==> src/rtl/hazard_pkg.sv <==
// Shared types and constants for the hazard controller: forward-mux encodings,
// redirect FSM states, pipeline stage indices.
package hazard_pkg;

    typedef enum logic [1:0] {
        FWD_RF  = 2'b00,
        FWD_MEM = 2'b01,
        FWD_WB  = 2'b10
    } fwd_sel_e;

    typedef enum logic {
        IDLE  = 1'b0,
        FLUSH = 1'b1
    } redir_state_e;

    localparam int unsigned STG_IF  = 0;
    localparam int unsigned STG_ID  = 1;
    localparam int unsigned STG_EX  = 2;
    localparam int unsigned STG_MEM = 3;
    localparam int unsigned STG_WB  = 4;

    function automatic logic [31:0] sat_inc32(input logic [31:0] v);
        return (v == '1) ? v : v + 32'd1;
    endfunction

endpackage

==> src/rtl/hazard_ctrl_if.sv <==
// Decode/pipeline-side bundle of the hazard controller; the pipeline is the
// master, hazard_ctrl is the slave.
interface hazard_ctrl_if #(
    parameter int unsigned DATA_W = 24,
    parameter int unsigned REG_AW = 4,
    parameter int unsigned NSRC   = 3,
    parameter int unsigned NSTAGE = 5
);
    logic [NSRC*REG_AW-1:0] src_addr;
    logic [NSRC-1:0]        src_used;
    logic [REG_AW-1:0]      ex_rd;
    logic                   ex_reg_write;
    logic                   ex_is_load;
    logic [REG_AW-1:0]      mem_rd;
    logic [REG_AW-1:0]      wb_rd;
    logic                   mem_reg_write;
    logic                   mem_is_load;
    logic                   wb_reg_write;
    logic [DATA_W-1:0]      mem_result;
    logic [DATA_W-1:0]      wb_result;
    logic                   branch_taken;
    logic                   stall;
    logic [NSTAGE-1:0]      flush;
    logic [NSRC*2-1:0]      fwd_sel;
    logic [NSRC*DATA_W-1:0] fwd_data;
    logic                   stall_timeout;
    logic [31:0]            stall_cycles;
    logic [31:0]            flush_events;

    modport master (
        output src_addr, src_used, ex_rd, ex_reg_write, ex_is_load,
               mem_rd, wb_rd, mem_reg_write, mem_is_load, wb_reg_write,
               mem_result, wb_result, branch_taken,
        input  stall, flush, fwd_sel, fwd_data, stall_timeout,
               stall_cycles, flush_events
    );

    modport slave (
        input  src_addr, src_used, ex_rd, ex_reg_write, ex_is_load,
               mem_rd, wb_rd, mem_reg_write, mem_is_load, wb_reg_write,
               mem_result, wb_result, branch_taken,
        output stall, flush, fwd_sel, fwd_data, stall_timeout,
               stall_cycles, flush_events
    );

endinterface

==> src/rtl/hazard_scoreboard.sv <==
// Per-register load-latency countdown array with busy lookup for the decode
// sources; register 0 can be excluded from hazards via ZERO_REG.
module hazard_scoreboard
    import hazard_pkg::*;
#(
    parameter int unsigned REG_AW   = 4,
    parameter int unsigned NSRC     = 3,
    parameter int unsigned LD_LAT   = 2,
    parameter int unsigned ZERO_REG = 1
) (
    input  logic                   clk,
    input  logic                   rst_n,
    input  logic                   issue_i,
    input  logic [REG_AW-1:0]      issue_rd_i,
    input  logic [NSRC*REG_AW-1:0] src_addr_i,
    input  logic [NSRC-1:0]        src_used_i,
    output logic                   busy_o
);
    localparam int unsigned NREGS = 2**REG_AW;

    logic [2:0]        cnt_q [NREGS];
    logic [2:0]        cnt_d [NREGS];
    logic [REG_AW-1:0] src;

    // A re-issued load overrides the running count rather than adding to it.
    always_comb begin
        for (int unsigned r = 0; r < NREGS; r++) begin
            cnt_d[r] = (cnt_q[r] != '0) ? cnt_q[r] - 3'd1 : '0;
            if (issue_i && issue_rd_i == REG_AW'(r)) cnt_d[r] = 3'(LD_LAT);
        end
    end

    always_ff @(posedge clk or negedge rst_n) begin
        if (!rst_n) begin
            for (int unsigned r = 0; r < NREGS; r++) cnt_q[r] <= '0;
        end else begin
            for (int unsigned r = 0; r < NREGS; r++) cnt_q[r] <= cnt_d[r];
        end
    end

    always_comb begin
        busy_o = 1'b0;
        src    = '0;
        for (int unsigned s = 0; s < NSRC; s++) begin
            src = src_addr_i[s*REG_AW +: REG_AW];
            if (src_used_i[s] && cnt_q[src] != '0 && !(ZERO_REG != 0 && src == '0))
                busy_o = 1'b1;
        end
    end

endmodule

==> src/rtl/hazard_ctrl.sv <==
// Pipeline hazard controller: load scoreboard stall, MEM/WB forwarding, branch
// redirect flush FSM, stall watchdog. Optional perf counters: HAZARD_PERF_CNT_EN.
module hazard_ctrl
    import hazard_pkg::*;
#(
    parameter int unsigned       DATA_W     = 24,
    parameter int unsigned       REG_AW     = 4,
    parameter int unsigned       NSRC       = 3,
    parameter int unsigned       LD_LAT     = 2,
    parameter int unsigned       NSTAGE     = 5,
    parameter logic [NSTAGE-1:0] FLUSH_MASK = 5'b01110,
    parameter int unsigned       BR_PENALTY = 1,
    parameter int unsigned       MAX_STALL  = 64,
    parameter int unsigned       ZERO_REG   = 1
) (
    input  logic        clk,
    input  logic        rst_n,
    hazard_ctrl_if.slave bus
);
    localparam int unsigned PEN_W = (BR_PENALTY > 1) ? $clog2(BR_PENALTY) : 1;
    localparam int unsigned WD_W  = $clog2(MAX_STALL + 1);

    logic                   busy;
    logic                   stall;
    logic [NSTAGE-1:0]      flush;
    redir_state_e           state_q;
    logic [PEN_W-1:0]       pen_q;
    logic [WD_W-1:0]        wd_q, wd_d;
    logic                   to_q, to_d;
    logic [NSRC*2-1:0]      fwd_sel_v;
    logic [NSRC*DATA_W-1:0] fwd_data_v;
    logic [REG_AW-1:0]      src;
    fwd_sel_e               sel;

    hazard_scoreboard #(
        .REG_AW   (REG_AW),
        .NSRC     (NSRC),
        .LD_LAT   (LD_LAT),
        .ZERO_REG (ZERO_REG)
    ) u_sb (
        .clk        (clk),
        .rst_n      (rst_n),
        .issue_i    (bus.ex_is_load & bus.ex_reg_write & ~flush[STG_EX]),
        .issue_rd_i (bus.ex_rd),
        .src_addr_i (bus.src_addr),
        .src_used_i (bus.src_used),
        .busy_o     (busy)
    );

    // Full mask on the resolving cycle, then only IF is held during the penalty.
    always_comb begin
        flush = '0;
        if (bus.branch_taken)    flush = FLUSH_MASK;
        else if (state_q == FLUSH) flush[STG_IF] = 1'b1;
    end

    assign stall = busy & ~flush[STG_ID];

    always_ff @(posedge clk or negedge rst_n) begin
        if (!rst_n) begin
            state_q <= IDLE;
            pen_q   <= '0;
        end else if (bus.branch_taken) begin
            if (BR_PENALTY > 1) begin
                state_q <= FLUSH;
                pen_q   <= PEN_W'(BR_PENALTY - 1);
            end else begin
                state_q <= IDLE;
                pen_q   <= '0;
            end
        end else if (state_q == FLUSH) begin
            if (pen_q == PEN_W'(1)) begin
                state_q <= IDLE;
                pen_q   <= '0;
            end else begin
                pen_q   <= pen_q - 1'b1;
            end
        end
    end

    always_comb begin
        wd_d = '0;
        if (stall) wd_d = (wd_q == WD_W'(MAX_STALL)) ? wd_q : wd_q + 1'b1;
        to_d = to_q | (wd_d == WD_W'(MAX_STALL));
    end

    always_ff @(posedge clk or negedge rst_n) begin
        if (!rst_n) begin
            wd_q <= '0;
            to_q <= 1'b0;
        end else begin
            wd_q <= wd_d;
            to_q <= to_d;
        end
    end

    always_comb begin
        fwd_sel_v  = '0;
        fwd_data_v = '0;
        src        = '0;
        sel        = FWD_RF;
        for (int unsigned s = 0; s < NSRC; s++) begin
            src = bus.src_addr[s*REG_AW +: REG_AW];
            sel = FWD_RF;
            if (bus.src_used[s] && !(ZERO_REG != 0 && src == '0)) begin
                if (bus.mem_reg_write && !bus.mem_is_load && bus.mem_rd == src) sel = FWD_MEM;
                else if (bus.wb_reg_write && bus.wb_rd == src)                  sel = FWD_WB;
            end
            fwd_sel_v[2*s +: 2] = sel;
            case (sel)
                FWD_MEM: fwd_data_v[s*DATA_W +: DATA_W] = bus.mem_result;
                FWD_WB:  fwd_data_v[s*DATA_W +: DATA_W] = bus.wb_result;
                default: ;
            endcase
        end
    end

    assign bus.stall         = stall;
    assign bus.flush         = flush;
    assign bus.fwd_sel       = fwd_sel_v;
    assign bus.fwd_data      = fwd_data_v;
    assign bus.stall_timeout = to_q;

`ifdef HAZARD_PERF_CNT_EN
    logic [31:0] stall_cnt_q, flush_cnt_q;

    always_ff @(posedge clk or negedge rst_n) begin
        if (!rst_n) begin
            stall_cnt_q <= '0;
            flush_cnt_q <= '0;
        end else begin
            if (stall)            stall_cnt_q <= sat_inc32(stall_cnt_q);
            if (bus.branch_taken) flush_cnt_q <= sat_inc32(flush_cnt_q);
        end
    end

    assign bus.stall_cycles = stall_cnt_q;
    assign bus.flush_events = flush_cnt_q;
`else
    assign bus.stall_cycles = '0;
    assign bus.flush_events = '0;
`endif

endmodule
==> src/flat_wrapper.sv <==
// flat-port wrapper written by rule: the top's interface ports become plain ports
module hazard_ctrl_flat import hazard_pkg::*;
#(
    parameter int unsigned       DATA_W     = 24,
    parameter int unsigned       REG_AW     = 4,
    parameter int unsigned       NSRC       = 3,
    parameter int unsigned       LD_LAT     = 2,
    parameter int unsigned       NSTAGE     = 5,
    parameter logic [NSTAGE-1:0] FLUSH_MASK = 5'b01110,
    parameter int unsigned       BR_PENALTY = 1,
    parameter int unsigned       MAX_STALL  = 64,
    parameter int unsigned       ZERO_REG   = 1
)
  (clk, rst_n, bus_src_addr, bus_src_used, bus_ex_rd, bus_ex_reg_write, bus_ex_is_load, bus_mem_rd, bus_wb_rd, bus_mem_reg_write, bus_mem_is_load, bus_wb_reg_write, bus_mem_result, bus_wb_result, bus_branch_taken, bus_stall, bus_flush, bus_fwd_sel, bus_fwd_data, bus_stall_timeout, bus_stall_cycles, bus_flush_events);
  hazard_ctrl_if #(.DATA_W(DATA_W), .REG_AW(REG_AW), .NSRC(NSRC), .NSTAGE(NSTAGE)) bus_i ();
  input  logic clk;
  input  logic rst_n;
  input wire logic [$bits(bus_i.src_addr)-1:0] bus_src_addr;
  input wire logic [$bits(bus_i.src_used)-1:0] bus_src_used;
  input wire logic [$bits(bus_i.ex_rd)-1:0] bus_ex_rd;
  input wire logic [$bits(bus_i.ex_reg_write)-1:0] bus_ex_reg_write;
  input wire logic [$bits(bus_i.ex_is_load)-1:0] bus_ex_is_load;
  input wire logic [$bits(bus_i.mem_rd)-1:0] bus_mem_rd;
  input wire logic [$bits(bus_i.wb_rd)-1:0] bus_wb_rd;
  input wire logic [$bits(bus_i.mem_reg_write)-1:0] bus_mem_reg_write;
  input wire logic [$bits(bus_i.mem_is_load)-1:0] bus_mem_is_load;
  input wire logic [$bits(bus_i.wb_reg_write)-1:0] bus_wb_reg_write;
  input wire logic [$bits(bus_i.mem_result)-1:0] bus_mem_result;
  input wire logic [$bits(bus_i.wb_result)-1:0] bus_wb_result;
  input wire logic [$bits(bus_i.branch_taken)-1:0] bus_branch_taken;
  output wire logic [$bits(bus_i.stall)-1:0] bus_stall;
  output wire logic [$bits(bus_i.flush)-1:0] bus_flush;
  output wire logic [$bits(bus_i.fwd_sel)-1:0] bus_fwd_sel;
  output wire logic [$bits(bus_i.fwd_data)-1:0] bus_fwd_data;
  output wire logic [$bits(bus_i.stall_timeout)-1:0] bus_stall_timeout;
  output wire logic [$bits(bus_i.stall_cycles)-1:0] bus_stall_cycles;
  output wire logic [$bits(bus_i.flush_events)-1:0] bus_flush_events;
  assign bus_i.src_addr = bus_src_addr;
  assign bus_i.src_used = bus_src_used;
  assign bus_i.ex_rd = bus_ex_rd;
  assign bus_i.ex_reg_write = bus_ex_reg_write;
  assign bus_i.ex_is_load = bus_ex_is_load;
  assign bus_i.mem_rd = bus_mem_rd;
  assign bus_i.wb_rd = bus_wb_rd;
  assign bus_i.mem_reg_write = bus_mem_reg_write;
  assign bus_i.mem_is_load = bus_mem_is_load;
  assign bus_i.wb_reg_write = bus_wb_reg_write;
  assign bus_i.mem_result = bus_mem_result;
  assign bus_i.wb_result = bus_wb_result;
  assign bus_i.branch_taken = bus_branch_taken;
  assign bus_stall = bus_i.stall;
  assign bus_flush = bus_i.flush;
  assign bus_fwd_sel = bus_i.fwd_sel;
  assign bus_fwd_data = bus_i.fwd_data;
  assign bus_stall_timeout = bus_i.stall_timeout;
  assign bus_stall_cycles = bus_i.stall_cycles;
  assign bus_flush_events = bus_i.flush_events;
  hazard_ctrl #(.DATA_W(DATA_W), .REG_AW(REG_AW), .NSRC(NSRC), .LD_LAT(LD_LAT), .NSTAGE(NSTAGE), .FLUSH_MASK(FLUSH_MASK), .BR_PENALTY(BR_PENALTY), .MAX_STALL(MAX_STALL), .ZERO_REG(ZERO_REG)) u_core (.clk(clk), .rst_n(rst_n), .bus(bus_i));
endmodule
==> config.mk <==
export PLATFORM = sky130hd
export DESIGN_NAME = hazard_ctrl_flat
export DESIGN_NICKNAME = d
export VERILOG_FILES = /design/src/rtl/hazard_pkg.sv /design/src/rtl/hazard_ctrl_if.sv /design/src/rtl/hazard_scoreboard.sv /design/src/rtl/hazard_ctrl.sv /design/src/flat_wrapper.sv
export SDC_FILE = /design/constraint.sdc
export NUM_CORES = 1
export LEC_CHECK = 0
export CAP_MARGIN = 15
export CORE_ASPECT_RATIO = 0.7
export CORE_MARGIN = 4
export CORE_UTILIZATION = 46
export CTS_BUF_LIST = sky130_fd_sc_hd__clkbuf_4
export DETAILED_ROUTE_END_ITERATION = 6
export PLACE_DENSITY_LB_ADDON = 0.12
export SETUP_SLACK_MARGIN = 0.05
export SKIP_LAST_GASP = 1
export SYNTH_ARGS = -nofsm -noshare
export SYNTH_HDL_FRONTEND = slang
export SYNTH_HIERARCHICAL = 1
export SYNTH_SLANG_ARGS = --single-unit
==> constraint.sdc <==
create_clock -name clk -period 8.1 [get_ports clk]
set_input_delay 1.62 -clock clk [delete_from_list [all_inputs] [get_ports clk]]
set_output_delay 1.62 -clock clk [all_outputs]
set_load 0.01 [all_outputs]
## Word level (Yosys, flattened, before mapping)

Index checks and enable logic that the tools add are counted.

| storage, ports and cells | value |
|---|---|
| word-level logic and storage cells | 206 |
| register bits | 58 |
| bits of input ports | 83 |

| cells by class | value |
|---|---|
| equality and inequality tests | 29 |
| add/subtract/negate cells | 18 |
| reductions and logical operators | 60 |
| bitwise gates (word level) | 9 |
| $lt $le $gt $ge | 3 |
| multiplexer cells | 67 |

Operator list:

| kind | count |
|---|---|
| 24-bit one-hot mux with 2 select lines | 3 |
| 3-bit 2-to-1 mux | 39 |
| 3-bit nonzero test | 19 |
| 3-bit by 1-bit subtractor with 3-bit output (second input constant) | 16 |
| 3-bit binary-select mux with 4-bit select | 3 |
| 4-bit == test (second input constant) | 8 |
| 1-bit logical AND | 32 |
| 4-bit == test | 6 |
| 2-bit 2-to-1 mux | 9 |
| 4-bit by 3-bit == test with 1-bit output (second input constant) | 4 |
| 4-bit logical NOT | 4 |
| 5-bit greater-or-equal comparator (second input constant) | 3 |
| 4-bit NOT with 5-bit output | 3 |
| 7-bit == test (second input constant) | 2 |
| 7-bit 2-to-1 mux | 2 |
| 1-bit 2-to-1 mux | 11 |
| 4-bit by 2-bit == test with 1-bit output (second input constant) | 2 |
| 7-bit by 1-bit adder with 7-bit output (second input constant) | 1 |
| 2-bit by 1-bit == test with 1-bit output (second input constant) | 3 |
| 2-bit == test (second input constant) | 3 |
| 4-bit by 1-bit == test with 1-bit output (second input constant) | 1 |
| 1-bit logical NOT | 4 |
| 1-bit AND | 3 |
| 1-bit NOT | 2 |
| other kinds (3) | 3 |

## Depth between registers and ports, before layout

| logic depth | value |
|---|---|
| word-level depth | 14 |
| gate-level depth with buffers | 11 |
| gate-level depth less buffers | 10 |

## Cells and area by module

Netlist, hierarchy kept.

Modules (own cells, without submodules):

| module | area an instance (µm²) | cells an instance | times used |
|---|---|---|---|
| hazard_ctrl | 2409.8 | 349 | 1 |
| hazard_scoreboard | 2289.7 | 231 | 1 |

## Worst setup path after synthesis

OpenSTA, ideal clock, no wires.

| timing path | value |
|---|---|
| path type | input -> output |
| start | input port bus_src_addr[9] |
| end | output port bus_fwd_data[51] |
| stages on the path | 8 |
| data arrival time | 3.393 ns |
| setup slack | 3.087 ns |
| required time | 6.480 ns |
| cells stage by stage | xor2_1 a221o_1 nor4_2 nor4_1 ha_1 clkbuf_1 a22oi_1 nor2_1 |

| on the way | value |
|---|---|
| word-level cells in the longest chain between the ends | 7 |
| elaborated cells on any way between the ends | 13 |

RTL lines:

| item | RTL line | RTL |
|---|---|---|
| from (decl) | flat_wrapper.sv:18 | `input wire logic [$bits(bus_i.src_addr)-1:0] bus_src_addr;` |
| 4-bit == test | hazard_ctrl.sv:107 | `else if (bus.wb_reg_write && bus.wb_rd == src) sel = FWD_WB;` |
| 1-bit logical AND | hazard_ctrl.sv:107 |  |
| 2-bit 2-to-1 mux | hazard_ctrl.sv:107 |  |
| 2-bit 2-to-1 mux | hazard_ctrl.sv:106 | `if (bus.mem_reg_write && !bus.mem_is_load && bus.mem_rd == src) sel = FWD_MEM;` |
| 2-bit 2-to-1 mux (*) | hazard_ctrl.sv:105 | `if (bus.src_used[s] && !(ZERO_REG != 0 && src == '0)) begin` |
| net bus_fwd_sel[5] | flat_wrapper.sv:33 | `output wire logic [$bits(bus_i.fwd_sel)-1:0] bus_fwd_sel;` |
| 2-bit == test / 2-bit by 1-bit == test with 1-bit output (equally long branches) | hazard_ctrl.sv:110 | `case (sel)` |
| 24-bit one-hot mux with 2 select lines (*) | hazard_ctrl.sv:110 |  |
| to (decl) | flat_wrapper.sv:34 | `output wire logic [$bits(bus_i.fwd_data)-1:0] bus_fwd_data;` |

The timed path passes the listed nets; every way through them passes the cells marked *.

## Worst setup path after layout

| timing path | value |
|---|---|
| start | input port bus_src_addr[8] |
| end | output port bus_fwd_data[69] |

| on the way | value |
|---|---|
| word-level cells in the longest chain between the ends | 7 |
| elaborated cells on any way between the ends | 13 |

RTL lines:

| item | RTL line |
|---|---|
| 4-bit == test | hazard_ctrl.sv:107 |
| 1-bit logical AND | hazard_ctrl.sv:107 |
| 2-bit 2-to-1 mux | hazard_ctrl.sv:107 |
| 2-bit 2-to-1 mux | hazard_ctrl.sv:106 |
| 2-bit 2-to-1 mux (*) | hazard_ctrl.sv:105 |
| 2-bit == test / 2-bit by 1-bit == test with 1-bit output (equally long branches) | hazard_ctrl.sv:110 |
| 24-bit one-hot mux with 2 select lines (*) | hazard_ctrl.sv:110 |

Mark *: on every way between the ends. The rest lies on a longest branch, timed or not.

==> metrics.md <==
| Metric | Value |
|---|---|
| Initial Util | `47.79%` |
| Max-slew headroom | `31.97%` |
| Core Footprint | `0.009834 sq mm` |
| Clk buf depth | `2` |
| DRC viols | `0` |
| Design Area, Final | `0.006242 sq mm` |
| Global-route wire length before repair | `24.53 mm` |
| P&R area growth vs syn | `32.83%` |
| Die width | `128.8 microns` |
| Cells after Synth | `580` |
| Setup violations, final | `0` |
| Post-synth EDFFs | `0` |
| Reg clk slew, reported paths | `0.16 ns` |
| WP data required | `6.48 ns` |
| VDD IR-drop max | `0.00009126 V` |
| Worst setup EP type | `output port` |
| Hold Path Class | `flop to flop` |
| Total negative slack | `0 ns` |
| CTS buffer count | `5` |
| Place WS | `1.401 ns` |
| Sink Count | `55` |
| Post-layout min period | `6.790 ns` |
| Cells along the critical path | `clkdlybuf4s50_1 > a221o_1 > nor4_2 > nor4_1 > ha_1 > a22oi_1 > nor2_1 > clkdlybuf4s50_1` |
| Yosys reg bits | `55` |
| Vias per inst | `5.873` |
| CP Data Arrival Time | `5.17 ns` |
| Layout cell share with drive strength beyond 1 | `2.459%` |
| Status | `finished, final reports clean` |
| Crit Path Max Fanout | `24` |
| Initial antenna violation count | `0` |
| Dpl hpwl | `12.51 mm` |
| Unrepaired setup endpoints after global routing | `no` |
| Asr flop ratio synth | `100.0%` |
| Die ar. | `0.01192 sq mm` |
| YS warnings | `6` |
| Top post-synthesis cells by area | `dfrtp_1 29%, a22oi_1 12%, buf_4 11%, nor2_1 9.9%, xnor2_1 3.9%` |
| Crit path top cell by count | `clkdlybuf4s50_1` |
| Post-CTS Setup Inserts | `0` |
| Antenna fix cells | `0` |
| Fin. max-slew vios | `0` |
| Worst-Margin Slew | `1.020 ns` |
| Max-Cap Viols | `0` |
| Final hold vios | `0` |
| Remaining antenna violation count after routing | `0` |
| Avg Synthesized Cell Area | `8.103 sq um` |
| Worst-Skew Late Latency | `0.40 ns` |
| Tot GR Track Use | `25.43%` |
| Die Ht | `92.57 microns` |
| CTS H-Tree Depth | `2` |
| Post-synthesis sequential area ratio | `29.29%` |
| # IOs | `232` |
| CTS tree | `done` |
| Vias | `5,051` |
| Crit start category | `input pin` |
| Slowest cell delay on critical path | `0.91 ns` |
| Critical path type | `input pin to output port` |
| Critical path's slowest cell | `ha_1` |
| Final GP Congestion | `0.9565` |
| Worst path bufs/invs | `2` |
| Netlist cell types | `56` |
| Nets@finish | `822` |
| Setup WS post-layout | `1.310 ns` |
| Gr ovfl total | `0` |
| Tcrit/Tclk final | `83.83%` |
| Hold WS | `0.4804 ns` |
| IO Port Bufs | `166` |
| DR WL/cell | `18.59 microns` |
| Total design power | `552.6 uW` |
| Ys flop type | `dfrtp_1` |
| Row cnt | `30` |
| Final wirelength | `15.99 mm` |
| First-pass detailed-route iteration total | `6` |
| Area post-placement | `0.006182 sq mm` |
| Pwr per Cell Area | `88.52 mW/mm^2` |
| P_leak | `0.002455 uW` |
| Resized cells post-CTS | `0` |
| Hold_buf cts | `0` |
| Top cell type's share of synthesized area | `29.29%` |
| CP delay by family, top | `buffers and inverters` |
| Mapped Area | `0.004700 sq mm` |
| Fmax | `147.3 MHz` |
| Post-synthesis cell type with the largest combined area | `dfrtp_1` |
| First DRT Iteration DRCs | `599` |
| Clock Tree Root | `clkbuf_4` |
| Clock skew | `0.01329 ns` |
| Largest net degree at the start of global routing | `56` |
| Number of global-route vias before repair | `4,593` |
[cells in the final DEF, fill, tap and decap left out, drive strengths merged, types with 11 or more instances in the layout]
master	Yosys	layout
a211o	17	17
a22oi	72	72
clkdlybuf4s50	0	165
conb	1	65
dfrtp	55	55
inv	11	12
nand2	15	15
nand3	11	11
nor2	124	124
nor3	34	34
nor3b	17	17
nor4	12	12
o21ai	16	16
xnor2	21	21
[metrics by stage]
stage / util (%) / instances
6_report: 63.47 / 860
5_1_grt: 63.47 / 860
4_1_cts: 63.47 / 860
3_5_place_dp: 62.86 / 852
3_3_place_gp: 62.86 / 852
2_1_floorplan: - / 644
[area by class of cell]
class / count / area, sq um
Tap cell: 128 / 160.2
Multi-Input combinational cell: 490 / 2933
Clock buffer: 5 / 37.54
Clock inverter: 3 / 22.52
Sequential cell: 55 / 1376
Inverter: 11 / 41.29
Fill cell: 856 / 3592
Timing Repair Buffer: 168 / 1672
[routing by layer]
metal	track usage, %	wire length (microns)
met1	35.93	6754
met2	40.52	7485
met3	4.150	1353
met4	6.469	398
met5	0	0
[synthesized netlist by cell type, types with 15 or more instances]
library cell	number
xnor2_1	21
nand2_1	15
clkbuf_1	19
buf_4	69
nor3_1	33
a211o_1	16
dfrtp_1	55
a22oi_1	72
o21ai_0	16
nor3b_1	17
nor2_1	124
[report_power, final]
group	total [uW]	switching, uW	internal (uW)
sequential	280	3.13	277
clock	131	96.2	35.2
combinational	141	77.5	63.6
total	553	177	376
[cells by family (layout without fill, tap and decap cells)]
group                    Yosys count  count (layout)  synth area share [%]
adder cells (fa/ha/maj)            8               8                 2.130
XOR/XNOR                          27              27                 5.192
AND/OR/NAND/NOR                  239             239                 24.44
multiplexers                       7               7                 2.370
AO/OA/AOI/OAI                    144             144                 23.08
other                              1              65               0.07980
buffers and inverters             99             187                 13.42
flip-flops                        55              55                 29.29
[registers in the layout, indices dropped and copies added, names as in the netlist]
register,cells
u_core/u_sb/cnt_q,45
u_core/wd_q,7
u_core/bus.stall_timeout,1
u_core/pen_q,1
u_core/state_q,1
[final timing paths]
| kind | start | end | slack [ns] | depth (start not counted) |
|---|---|---|---|---|
| worst max-delay path | bus_src_addr[8] | bus_fwd_data[69] | 1.31 | 8 |
| worst min-delay path | u_core/pen_q | u_core/state_q | 0.48 | 1 |
| worst max register to register | u_core/u_sb/cnt_q[3] | u_core/bus.stall_timeout | 5.42 | 10 |
| worst min register to register | u_core/pen_q | u_core/state_q | 0.48 | 1 |
| max in group asynchronous | rst_n | u_core/u_sb/cnt_q[35] | 6.34 | 2 |
| min in group asynchronous | rst_n | u_core/u_sb/cnt_q[30] | 1.32 | 2 |
(Power assumes the default switching activity.)
